$ cat src/rtl/btn_ctrl_pkg.sv
// rtl/btn_ctrl_pkg.sv - shared constants and types for the button controller
package btn_ctrl_pkg;

    localparam int CNT_W = 16;

    localparam int ADDR_STATUS = 0;
    localparam int ADDR_LEVEL  = 1;
    localparam int ADDR_CTRL   = 2;
    localparam int ADDR_COUNT1 = 3;
    localparam int ADDR_COUNT2 = 4;

    typedef enum logic [1:0] {
        DB_RELEASED,
        DB_PRESS_WAIT,
        DB_PRESSED,
        DB_RELEASE_WAIT
    } db_state_t;

endpackage

$ cat src/rtl/btn_debounce.sv
// rtl/btn_debounce.sv - synchronizer, debounce state machine and press pulse for one active-low pin
module btn_debounce
    import btn_ctrl_pkg::*;
#(
    parameter int DEBOUNCE_CYCLES = 1000
) (
    input  logic clk,
    input  logic rst_n,
    input  logic i_btn_n,
    output logic o_level,
    output logic o_press
);

    localparam logic [CNT_W-1:0] LAST = CNT_W'(DEBOUNCE_CYCLES - 1);

    logic             r_sync1;
    logic             r_sync2;
    db_state_t        r_state;
    logic [CNT_W-1:0] r_cnt;
    logic             r_press;

    always_ff @(posedge clk) begin
        if (!rst_n) begin
            r_sync1 <= 1'b1;
            r_sync2 <= 1'b1;
            r_state <= DB_RELEASED;
            r_cnt   <= '0;
            r_press <= 1'b0;
        end else begin
            r_sync1 <= i_btn_n;
            r_sync2 <= r_sync1;
            r_press <= 1'b0;
            case (r_state)
                DB_RELEASED: begin
                    if (!r_sync2) begin
                        r_state <= DB_PRESS_WAIT;
                        r_cnt   <= '0;
                    end
                end
                DB_PRESS_WAIT: begin
                    if (r_sync2) begin
                        r_state <= DB_RELEASED;
                        r_cnt   <= '0;
                    end else if (r_cnt == LAST) begin
                        r_state <= DB_PRESSED;
                        r_cnt   <= '0;
                        r_press <= 1'b1;
                    end else begin
                        r_cnt <= r_cnt + 16'd1;
                    end
                end
                DB_PRESSED: begin
                    if (r_sync2) begin
                        r_state <= DB_RELEASE_WAIT;
                        r_cnt   <= '0;
                    end
                end
                DB_RELEASE_WAIT: begin
                    if (!r_sync2) begin
                        r_state <= DB_PRESSED;
                        r_cnt   <= '0;
                    end else if (r_cnt == LAST) begin
                        r_state <= DB_RELEASED;
                        r_cnt   <= '0;
                    end else begin
                        r_cnt <= r_cnt + 16'd1;
                    end
                end
                default: begin
                    r_state <= DB_RELEASED;
                    r_cnt   <= '0;
                end
            endcase
        end
    end

    assign o_level = (r_state == DB_PRESSED) || (r_state == DB_RELEASE_WAIT);
    assign o_press = r_press;

endmodule

$ cat src/rtl/btn_ctrl.sv
// rtl/btn_ctrl.sv - two-button debounced controller with MMIO status, counters and interrupt
module btn_ctrl
    import btn_ctrl_pkg::*;
#(
    parameter int ADDR_WIDTH      = 8,
    parameter int DEBOUNCE_CYCLES = 1000
) (
    input  logic                  clk,
    input  logic                  rst_n,
    input  logic                  btn1,
    input  logic                  btn2,
    input  logic                  read_enable,
    input  logic                  write_enable,
    input  logic [ADDR_WIDTH-1:0] address,
    input  logic [31:0]           data_in,
    output logic [31:0]           data_out,
    output logic                  irq
);

    logic [1:0]       w_press;
    logic [1:0]       w_level;
    logic             w_rd;
    logic             w_sel_status;
    logic             w_sel_ctrl;
    logic             w_sel_c1;
    logic             w_sel_c2;
    logic [1:0]       w_status_clr;
    logic [31:0]      w_rdata;

    logic [1:0]       r_status;
    logic [1:0]       r_ctrl;
    logic [CNT_W-1:0] r_count1;
    logic [CNT_W-1:0] r_count2;

    btn_debounce #(.DEBOUNCE_CYCLES(DEBOUNCE_CYCLES)) u_db1 (
        .clk     (clk),
        .rst_n   (rst_n),
        .i_btn_n (btn1),
        .o_level (w_level[0]),
        .o_press (w_press[0])
    );

    btn_debounce #(.DEBOUNCE_CYCLES(DEBOUNCE_CYCLES)) u_db2 (
        .clk     (clk),
        .rst_n   (rst_n),
        .i_btn_n (btn2),
        .o_level (w_level[1]),
        .o_press (w_press[1])
    );

    // A write strobe always wins; a simultaneous read is dropped entirely.
    assign w_rd         = read_enable & ~write_enable;
    assign w_sel_status = (address == ADDR_WIDTH'(ADDR_STATUS));
    assign w_sel_ctrl   = (address == ADDR_WIDTH'(ADDR_CTRL));
    assign w_sel_c1     = (address == ADDR_WIDTH'(ADDR_COUNT1));
    assign w_sel_c2     = (address == ADDR_WIDTH'(ADDR_COUNT2));

    always_comb begin
        w_status_clr = 2'b00;
        if (w_rd && w_sel_status) begin
            w_status_clr = 2'b11;
        end else if (write_enable && w_sel_status) begin
            w_status_clr = data_in[1:0];
        end
    end

    always_comb begin
        w_rdata = '0;
        if (w_sel_status) begin
            w_rdata[1:0] = r_status;
        end else if (address == ADDR_WIDTH'(ADDR_LEVEL)) begin
            w_rdata[1:0] = w_level;
        end else if (w_sel_ctrl) begin
            w_rdata[1:0] = r_ctrl;
        end else if (w_sel_c1) begin
            w_rdata[CNT_W-1:0] = r_count1;
        end else if (w_sel_c2) begin
            w_rdata[CNT_W-1:0] = r_count2;
        end
    end

    // Press events OR in after the clear so a coincident event is never lost.
    always_ff @(posedge clk) begin
        if (!rst_n) begin
            r_status <= 2'b00;
            r_ctrl   <= 2'b00;
            r_count1 <= '0;
            r_count2 <= '0;
            data_out <= '0;
            irq      <= 1'b0;
        end else begin
            r_status <= (r_status & ~w_status_clr) | w_press;
            if (write_enable && w_sel_ctrl) begin
                r_ctrl <= data_in[1:0];
            end
            r_count1 <= (write_enable && w_sel_c1) ? CNT_W'(w_press[0]) : r_count1 + CNT_W'(w_press[0]);
            r_count2 <= (write_enable && w_sel_c2) ? CNT_W'(w_press[1]) : r_count2 + CNT_W'(w_press[1]);
            data_out <= w_rd ? w_rdata : 32'h0;
            irq      <= |(r_status & r_ctrl);
        end
    end

endmodule
$ cat config.mk
export PLATFORM = sky130hd
export DESIGN_NAME = btn_ctrl
export DESIGN_NICKNAME = d
export VERILOG_FILES = /design/src/rtl/btn_ctrl_pkg.sv /design/src/rtl/btn_debounce.sv /design/src/rtl/btn_ctrl.sv
export SDC_FILE = /design/constraint.sdc
export NUM_CORES = 1
export LEC_CHECK = 0
export CORE_MARGIN = 10
export CORE_UTILIZATION = 30
export DETAILED_ROUTE_END_ITERATION = 10
export PLACE_DENSITY_LB_ADDON = 0.05
export SYNTH_ARGS = -nofsm -noshare
export SYNTH_HDL_FRONTEND = slang
export SYNTH_SLANG_ARGS = --single-unit
$ cat constraint.sdc
create_clock -name clk -period 2.7 [get_ports clk]
set_input_delay 0.27 -clock clk [delete_from_list [all_inputs] [get_ports clk]]
set_output_delay 0.27 -clock clk [all_outputs]
set_load 0.02 [all_outputs]
Word level (Yosys, flattened, before mapping)
Cells that the tools add are included.
{"block": "totals", "ff_bits": 111, "output_inout_bits": 33, "inputBits": 46, "n_memories": 0, "ramBits": 0, "word_cells": 112, "romBits": 0, "latch_bits": 0}
{"block": "classes", "n_eq_ne": 20, "n_bitwise": 10, "addsub": 4, "n_lt_le_gt_ge": 0, "mul": 0, "div_mod_pow": 0, "reduce_logical": 21, "mux": 37, "shifts": 0}
{"cell": "2-to-1 mux 16 bit", "n": 12}
{"cell": "one-hot mux 16 bit (4 select lines)", "n": 2}
{"cell": "2-to-1 mux 2 bit", "n": 17}
{"cell": "adder 16 x 1 -> 16 bit", "n": 2}
{"cell": "adder 16 x 1 -> 16 bit (second input constant)", "n": 2}
{"cell": "equality test 16 x 10 -> 1 bit (second input constant)", "n": 2}
{"cell": "equality test 8 x 2 -> 1 bit (second input constant)", "n": 2}
{"cell": "one-hot mux 2 bit (4 select lines)", "n": 2}
{"cell": "equality test 2 bit (second input constant)", "n": 4}
{"cell": "equality test 8 x 1 -> 1 bit (second input constant)", "n": 1}
{"cell": "equality test 8 x 3 -> 1 bit (second input constant)", "n": 1}
{"cell": "logical NOT 8 bit", "n": 1}
{"cell": "AND reduction 4 bit", "n": 2}
{"cell": "!= test 3 x 1 -> 1 bit (second input constant)", "n": 2}
{"cell": "!= test 3 bit (second input constant)", "n": 2}
{"cell": "AND reduction 2 bit", "n": 3}
{"cell": "OR reduction 2 bit", "n": 3}
{"cell": "OR reduction 3 bit", "n": 2}
{"cell": "logical AND 1 bit", "n": 5}
{"cell": "inverter 1 bit", "n": 5}
{"cell": "OR reduction 5 bit", "n": 1}
{"cell": "bitwise AND 2 bit", "n": 2}
{"cell": "equality test 2 x 1 -> 1 bit (second input constant)", "n": 2}
{"cell": "logical NOT 2 bit", "n": 2}
{"cell": "7 further kinds", "n": 13}

Longest topological paths before layout
Gate-level depths: netlist (run 1).
{"block": "depth", "ltp_word": 7, "mapped_depth": 7, "ltp_nobuf": 6}

By module
From an unflattened synthesis (run 1), not the netlist that was laid out.
{"block": "unflattened", "cells_unflattened": 532, "hier_area_um2": 4569.4}
{"module": "btn_ctrl", "cells_each": 278, "area_each_um2": 2451.1, "n_inst": 1}
{"module": "btn_debounce (u_db2)", "cells_each": 129, "area_each_um2": 1069.8, "n_inst": 1}
{"module": "btn_debounce (u_db1)", "cells_each": 125, "area_each_um2": 1048.5, "n_inst": 1}

Least setup slack after synthesis (run 1)
No wires, ideal clock.
{"block": "synth_timing", "path_kind": "register to register", "startpoint": "register u_db2.r_cnt[0]", "endpoint": "register u_db2.r_cnt[1]", "synth_period_minus_slack_ns": 1.961, "path_buffers": 1, "path_stages_with_launch": 8, "path_slack_ns": 0.739, "setup_ns": 0.128, "arrival_time_ns": 1.833, "path_cell_list": "dfxtp_1 ha_1 or3b_2 nor4_4 nor2_2 buf_2 a22oi_1 nor2_1"}
{"block": "synth_via", "elab_chain_cells": 4, "elab_cells_between_ends": 6}
{"item": "from (decl)", "line": "btn_debounce.sv:19", "text": "logic [CNT_W-1:0] r_cnt;"}
{"item": "from (signal assigned)", "line": "btn_debounce.sv:49", "text": "r_cnt <= r_cnt + 16'd1;"}
{"item": "from (signal assigned)", "line": "btn_debounce.sv:66", "text": "r_cnt <= r_cnt + 16'd1;"}
{"item": "adder 16 x 1 -> 16 bit or equality test 16 x 10 -> 1 bit (tied branches)"}
{"item": "2-to-1 mux 16 bit (*)", "line": "btn_debounce.sv:44, btn_debounce.sv:62"}
{"item": "2-to-1 mux 16 bit (on tied branches)", "line": "btn_debounce.sv:59, btn_debounce.sv:41"}
{"item": "one-hot mux 16 bit (4 select lines) (*)", "line": "btn_debounce.sv:33", "text": "case (r_state)"}
Every way passes the cells marked *; elsewhere a longest branch is shown, timed or not.
A chain may end at the register's enable or synchronous reset.

Final worst setup path (run 1)
{"block": "layout_timing", "startpoint": "register u_db2.r_cnt[0]", "endpoint": "register u_db2.r_cnt[7]"}
The elaborated chain is that of the path after synthesis.

==> summary.txt, run 1 <==
Synthesis
  – Cell taking the most area after synthesis: dfxtp_1
  – Top cell type's share of synthesized area: 43.3%
  – Post-synth top cells: dfxtp_1 (95), nor2_1 (73), nand3_1 (38)
  – Async set-or-reset flop fraction in the synthesized netlist: 0%
  – Post-synth EDFFs: 0
  – Top-count cell post-synth: dfxtp_1
  – Synthesis Warnings: 0
  – Mapped cell area: 0.00440 mm2
  – Main flop type after synthesis: dfxtp_1
  – Register bit total from synthesis: 95
  – Sequential element share of the synthesized area: approximately 43%
  – Synth cell types: 58
  – Cells after synthesis: a little over 500
  – Average cell area after synthesis: ~8.6 um2
  – Top area cells in the synthesized netlist: dfxtp_1 (43%), nor2_1 (6.2%), xor2_1 (5.6%)

Timing
  – Final hold vios: 0
  – Setup WS post-layout: 0.410 ns
  – Worst Tran Pin Value: 0.843 ns
  – Max Slew Vio Count: 0
  – Final setup fails: 0
  – WHS: 0.408 ns
  – Worst Clk Skew: 0.00460 ns
  – Final period util: a little over four fifths
  – Setup TNS: 0 ns
  – Peak Freq: roughly 0.44 GHz
  – Unrepaired setup endpoints after global routing: false
  – Period minus WS final: 2.29 ns
  – Worst rel slew slack: between 40% and 50%

Floorplanning
  – # rows: 44
  – Die height: 141 um
  – Core area: 0.0144 mm2
  – Width of the die: about 140 um
  – Io pins: roughly 80
  – Initial core utilization: 30.5%
  – Die area: 0.0199 mm2

Clock tree
  – Clock sinks: between 90 and 100
  – Root buf cell: clkbuf_16
  – CTS tree: done
  – H-tree levels: 3
  – Clock Tree Buf Depth: 2
  – Clk slew on worst S/H paths: 0.07 ns
  – Post-CTS Setup Bufs: 0
  – Post-CTS resize count: 0
  – Worst-Skew Late Latency: 0.34 ns
  – # hold bufs at CTS: 0
  – CTS Buf Count: 9

Pwr
  – VDD IR max: between 0.2 and 0.3 mV
  – Total power draw: roughly 2.7 mW
  – Leak: 1.76 nW
  – Pwr dens: 532 mW/mm2

Worst setup path
  – Max FO, Critical Path: 13
  – Crit path buffers/inverters: 0
  – Worst r2r src: u_db2.r_cnt[0]$_SDFFE_PN0P_
  – Critical Path AT: 2.52 ns
  – FF-to-FF End: u_db2.r_cnt[7]$_SDFFE_PN0P_
  – Crit path cell chain: ha_1 -> or3b_2 -> nor4_4 -> nor2_2 -> o21ai_1 -> nor2_1
  – CP max stage cell: or3b_2
  – Worst-case reg-to-reg path depth: 6
  – Crit. End Element: flop
  – CP required: 2.93 ns
  – FF-to-FF setup slack: a little over 0.4 ns
  – Crit Path Class: reg2reg
  – CP max stage delay: 0.52 ns
  – Top Family by Delay on Critical Path: simple AND/OR/NAND/NOR gates
  – Setup crit start kind: flop

Min path
  – WHS Endpoint: u_db2.r_sync2$_SDFF_PN1_
  – Worst hold stages: 1
  – Hold Startpoint: u_db2.r_sync1$_SDFF_PN1_
  – Worst hold path class: reg2reg

GRT
  – Tot GR Track Use: 11.0%
  – Largest net degree at the start of global routing: 19
  – Initial antenna violation count: 0
  – Vias in the first global route: 3552
  – Remaining Overflow, GRT: 0
  – First-pass GRT wire length: 18100 um

Placement
  – # port buffers: 32
  – DP HPWL: 7650 um
  – Placed insts: 721
  – RePlAce Congestion: 0.761
  – Worst slack at placement: around 0.41 ns

Routing
  – Initial DRC Count: roughly 190
  – Routed WL: about 11000 um
  – Vias per inst: a little under 5
  – Pre-Repair DR Iteration Count: 4
  – Routed Antenna Nets: 0
  – Via count: about 3.6k
  – Post-route DRC: 0
  – DR WL/cell: around 14 um

Finish
  – Net total in the final layout: 600
  – Layout cells sized above 1: 7.05%
  – Antenna cells: 0
  – Area Overhead vs Synth: 17.5%
  – Final Non-Filler Cells: between 700 and 800
  – Filler instances: 1511

Run status
  – Outcome: complete, no violations

Flow run
  – Total of max-cap violations: 0
-- power by group --
part	switching [mW]	leakage, nW	internal (mW)	total, mW
combinational	0.0820	0.860	0.0430	0.125
clock	0.583	0.134	0.633	1.22
sequential	0.00257	0.766	1.40	1.41
-- metrics by stage --
step                      utilization [%]  area [um2]
after detailed placement             33.9        4890
after global routing                 35.8        5170
after floorplan                         -        4450
after global placement               33.9        4890
after CTS                            35.8        5170
final                                35.8        5170
-- flip-flops by register name, indices dropped and copies added, names as in the netlist, 2 cells and up, named ones only --
signal       cells
r_count2        16
u_db2.r_cnt     16
r_status         2
r_ctrl           2
r_count1        16
data_out        16
u_db1.r_cnt     16
-- final cells by class --
class | instances | area, um2 | share of cell area, %
tap | 184 | 230 | 4.46
inverter | 9 | 33.8 | 0.654
multi-input combinational | 389 | 2320 | 44.9
clock buffer | 10 | 229 | 4.43
clock inverter | 6 | 43.8 | 0.848
timing repair buffer | 44 | 410 | 7.94
sequential | 95 | 1900 | 36.8
-- worst max-delay path by stage --
stage                                            from  cells past startpoint  slack, ns                     endpoint
after floorplan           u_db2.r_cnt[0]$_SDFFE_PN0P_                      7       0.74  u_db2.r_cnt[1]$_SDFFE_PN0P_
after global placement    u_db2.r_cnt[0]$_SDFFE_PN0P_                      6       0.43  u_db2.r_cnt[7]$_SDFFE_PN0P_
after detailed placement  u_db2.r_cnt[0]$_SDFFE_PN0P_                      6       0.41  u_db2.r_cnt[7]$_SDFFE_PN0P_
after CTS                 u_db2.r_cnt[0]$_SDFFE_PN0P_                      6       0.39  u_db2.r_cnt[7]$_SDFFE_PN0P_
after global routing      u_db2.r_cnt[0]$_SDFFE_PN0P_                      6       0.20  u_db2.r_cnt[7]$_SDFFE_PN0P_
final                     u_db2.r_cnt[0]$_SDFFE_PN0P_                      6       0.41  u_db2.r_cnt[7]$_SDFFE_PN0P_
-- cell families (layout without fill, tap and decap cells) --
| group | after synthesis | in the layout | synth area share, % |
|---|---|---|---|
| other cells | 1 | 16 | 0.0853 |
| compound gates | 81 | 81 | 11.8 |
| xor+xnor | 37 | 37 | 7.37 |
| fa+ha+maj | 6 | 6 | 1.71 |
| simple gates | 244 | 244 | 29.3 |
| buf+inv | 45 | 69 | 5.29 |
| mux | 5 | 5 | 1.14 |
| flops | 95 | 95 | 43.3 |
-- layer usage --
| metal | GRT usage, % | wire, um | up-vias |
|---|---|---|---|
| met1 | 14.9 | 5500 | 1710 |
| met5 | 0 | 0 | - |
| li1 | - | - | 1870 |
| met2 | 15.8 | 4450 | 48 |
| met3 | 2.96 | 441 | 13 |
| met4 | 4.89 | 189 | 0 |
-- cell usage in the layout (no fill, tap or decap), types with 3 or more instances in the layout --
cell type and n:
dfxtp_1 95, nor2_1 73, nand3_1 38, nand2_1 36, clkdlybuf4s50_1 32, xor2_1 28, a21oi_1 24, a22oi_1 17
o21ai_0 16, nand4_1 16, conb_1 16, buf_4 12, and3_1 11, nor3_1 11, or3_1 10, inv_1 9
xnor2_1 9, clkbuf_16 9, nand4b_1 6, ha_1 6, nand2b_1 5, nor2b_1 5, mux2i_1 5, nor4_1 5
and4_1 4, a31oi_1 4, or3b_2 3, or4_1 3, inv_6 3
No activity file was read; power rests on OpenSTA's default activity.
==> run 2: changes to the inputs <==
==> constraint.sdc (replaced) <==
create_clock -name clk -period 1.9 [get_ports clk]
set_input_delay 0.19 -clock clk [delete_from_list [all_inputs] [get_ports clk]]
set_output_delay 0.19 -clock clk [all_outputs]
set_load 0.02 [all_outputs]
==> summary.txt, run 2 (synthesized netlist as in run 1, its figures left out) <==
GRT
  – GRT met1 Usage: roughly 15%
  – Remaining Overflow, GRT: 0
  – Vias in the first global route: 3781
  – Initial antenna violation count: 0
  – First-pass GRT wire length: 18500 um
  – GR Util met3: 3.02%
  – Routing usage on met2: 16.7%
  – Layer with the highest usage: met2
  – Tot GR Track Use: 11.2%
  – Largest net degree at the start of global routing: 25

Worst setup path
  – Setup crit start kind: flop
  – Crit path cell chain: ha_4 -> or3b_4 -> nor4_4 -> buf_6 -> or2_4 -> or4b_1 -> a21oi_1
  – Crit. End Element: flop
  – Max FO, Critical Path: 5
  – Top Family by Delay on Critical Path: simple AND/OR/NAND/NOR gates
  – CP required: between 2 and 2.5 ns
  – Crit Path Class: reg2reg
  – CP startpoint: u_db2.r_cnt[1]$_SDFFE_PN0P_
  – Crit path buffers/inverters: 1
  – CP max stage cell: or4b_1
  – Critical Path AT: between 2 and 2.5 ns
  – Worst r2r src: u_db2.r_cnt[1]$_SDFFE_PN0P_
  – CP max stage delay: 0.51 ns
  – FF-to-FF setup slack: 0.02 ns

Clock tree
  – Worst-Skew Late Latency: between 0.3 and 0.4 ns
  – Root buf cell: clkbuf_16
  – CTS Buf Count: 9
  – CTS tree: done
  – Clock sinks: 95
  – Clk slew on worst S/H paths: about 0.070 ns
  – Clock Tree Buf Depth: 2
  – # hold bufs at CTS: 0
  – H-tree levels: 3

Pwr
  – Leak: a little over 2 nW
  – Pwr dens: 725 mW/mm2
  – VDD IR max: 0.357 mV

Timing
  – Setup TNS: 0 ns
  – Unrepaired setup endpoints after global routing: true
  – Max Slew Vio Count: 0
  – Worst Clk Skew: 0.00896 ns
  – Final period util: 98.8%
  – Worst rel slew slack: 58.1%
  – Worst Tran Pin Value: 0.628 ns
  – Period minus WS final: 1.88 ns
  – Peak Freq: roughly 0.53 GHz
  – Final setup fails: 0
  – Final hold vios: 0

Placement
  – # port buffers: 32
  – DP HPWL: 8190 um
  – RePlAce Congestion: 0.800

Finish
  – Area Overhead vs Synth: 29.2%
  – Net total in the final layout: roughly 650
  – Layout cells sized above 1: 16.8%
  – Most frequent cells in the layout: dfxtp_1 (91), nor2_1 (72), buf_4 (55)
  – Commonest non-fill, non-tap cell in the layout: dfxtp_1
  – Filler instances: about 1.5k
  – Antenna cells: 0
  – Fin util: 39.4%

Routing
  – Post-route DRC: 0
  – Routed Antenna Nets: 0
  – Via count: 3851
  – Vias per inst: just under 5
  – Pre-Repair DR Iteration Count: 5
  – DR WL/cell: 14.2 um
  – Initial DRC Count: 258
  – Routed WL: 11200 um

Floorplanning
  – Width of the die: approximately 140 um
  – Die height: 141 um
  – Initial core utilization: 30.5%
  – # rows: 44
  – Io pins: between 70 and 80
  – Die area: a little under 0.02 mm2
  – Core area: 0.0144 mm2

Run status
  – Outcome: complete, no violations

Min path
  – Hold Startpoint: btn2
  – Worst hold path class: in2reg

Flow run
  – Total of max-cap violations: 0
## run 2: cell types whose count changed in the layout (fill, tap and decap cells not counted), moves of 3 or more
cell	delta
buf_6	+3
dfxtp_2	+4
dfxtp_1	-4
o21ai_1	+4
o21ai_0	-5
buf_4	+43
buf_12	+3
## run 2: worst paths after layout
check | end | cells after the start
worst min register to register | u_db2.r_sync2$_SDFF_PN1_ | 1
worst min-delay path | u_db2.r_sync1$_SDFF_PN1_ | 2
worst max-delay path | u_db2.r_cnt[3]$_SDFFE_PN0P_ | 7
worst max register to register | u_db2.r_cnt[3]$_SDFFE_PN0P_ | 7
## run 2: per-layer routing
metal,up-vias,part of all wire [%],wire length [um]
met1,1803,51,5680
met4,0,1.5,167
met2,71,43,4820
met5,-,0,0
met3,13,4.6,510
li1,1964,-,-
## run 2: worst register-to-register path, delay by kind of cell, from the launching register on
| kind | cells | cell delay (ns) |
|---|---|---|
| DFF | 1 | 0.34 |
| AOI/OAI and AO/OA | 1 | 0.13 |
| buffers and inverters | 1 | 0.13 |
| adders and majority gates | 1 | 0.15 |
| and+or+nand+nor | 4 | 1.06 |
## run 2: final cells by class
class,instances,area (um2),share of cell area (%)
well taps,184,230,4.05
clock buffers,9,225,3.96
clock inverters,7,85.1,1.50
repair buffers,93,827,14.6
flip-flops and latches,95,1910,33.6
inverters,9,33.8,0.595
multi-input cells,389,2370,41.8
## run 2: repair_timing
| action | CTS | global route |
|---|---|---|
| pin swaps | 4 | 6 |
| setup buffers | 2 | 1 |
| endpoints found under the setup margin | 24 | 29 |
| gates resized for setup | 3 | 19 |
| cloned | 0 | 0 |
## run 2: where the power goes
part / switching [mW] / internal (mW)
combinational: 0.122 / 0.0790
sequential: 0.00424 / 1.99
clock: 0.866 / 1.05
## run 2: per-stage QoR
stage | hold slack [ns] | cells | setup slack [ns] | power [mW] | area [um2]
after floorplan | 0.291 | 529 | 0.00947 | 2.17 | 4470
after global placement | 0.391 | 767 | -0.0757 | 2.24 | 5290
after detailed placement | 0.396 | 767 | -0.0940 | 2.24 | 5290
after CTS | 0.390 | 785 | 0.000134 | 4.20 | 5630
after global routing | 0.426 | 786 | -0.0655 | 4.29 | 5680
final | 0.406 | 786 | 0.0227 | 4.12 | 5680
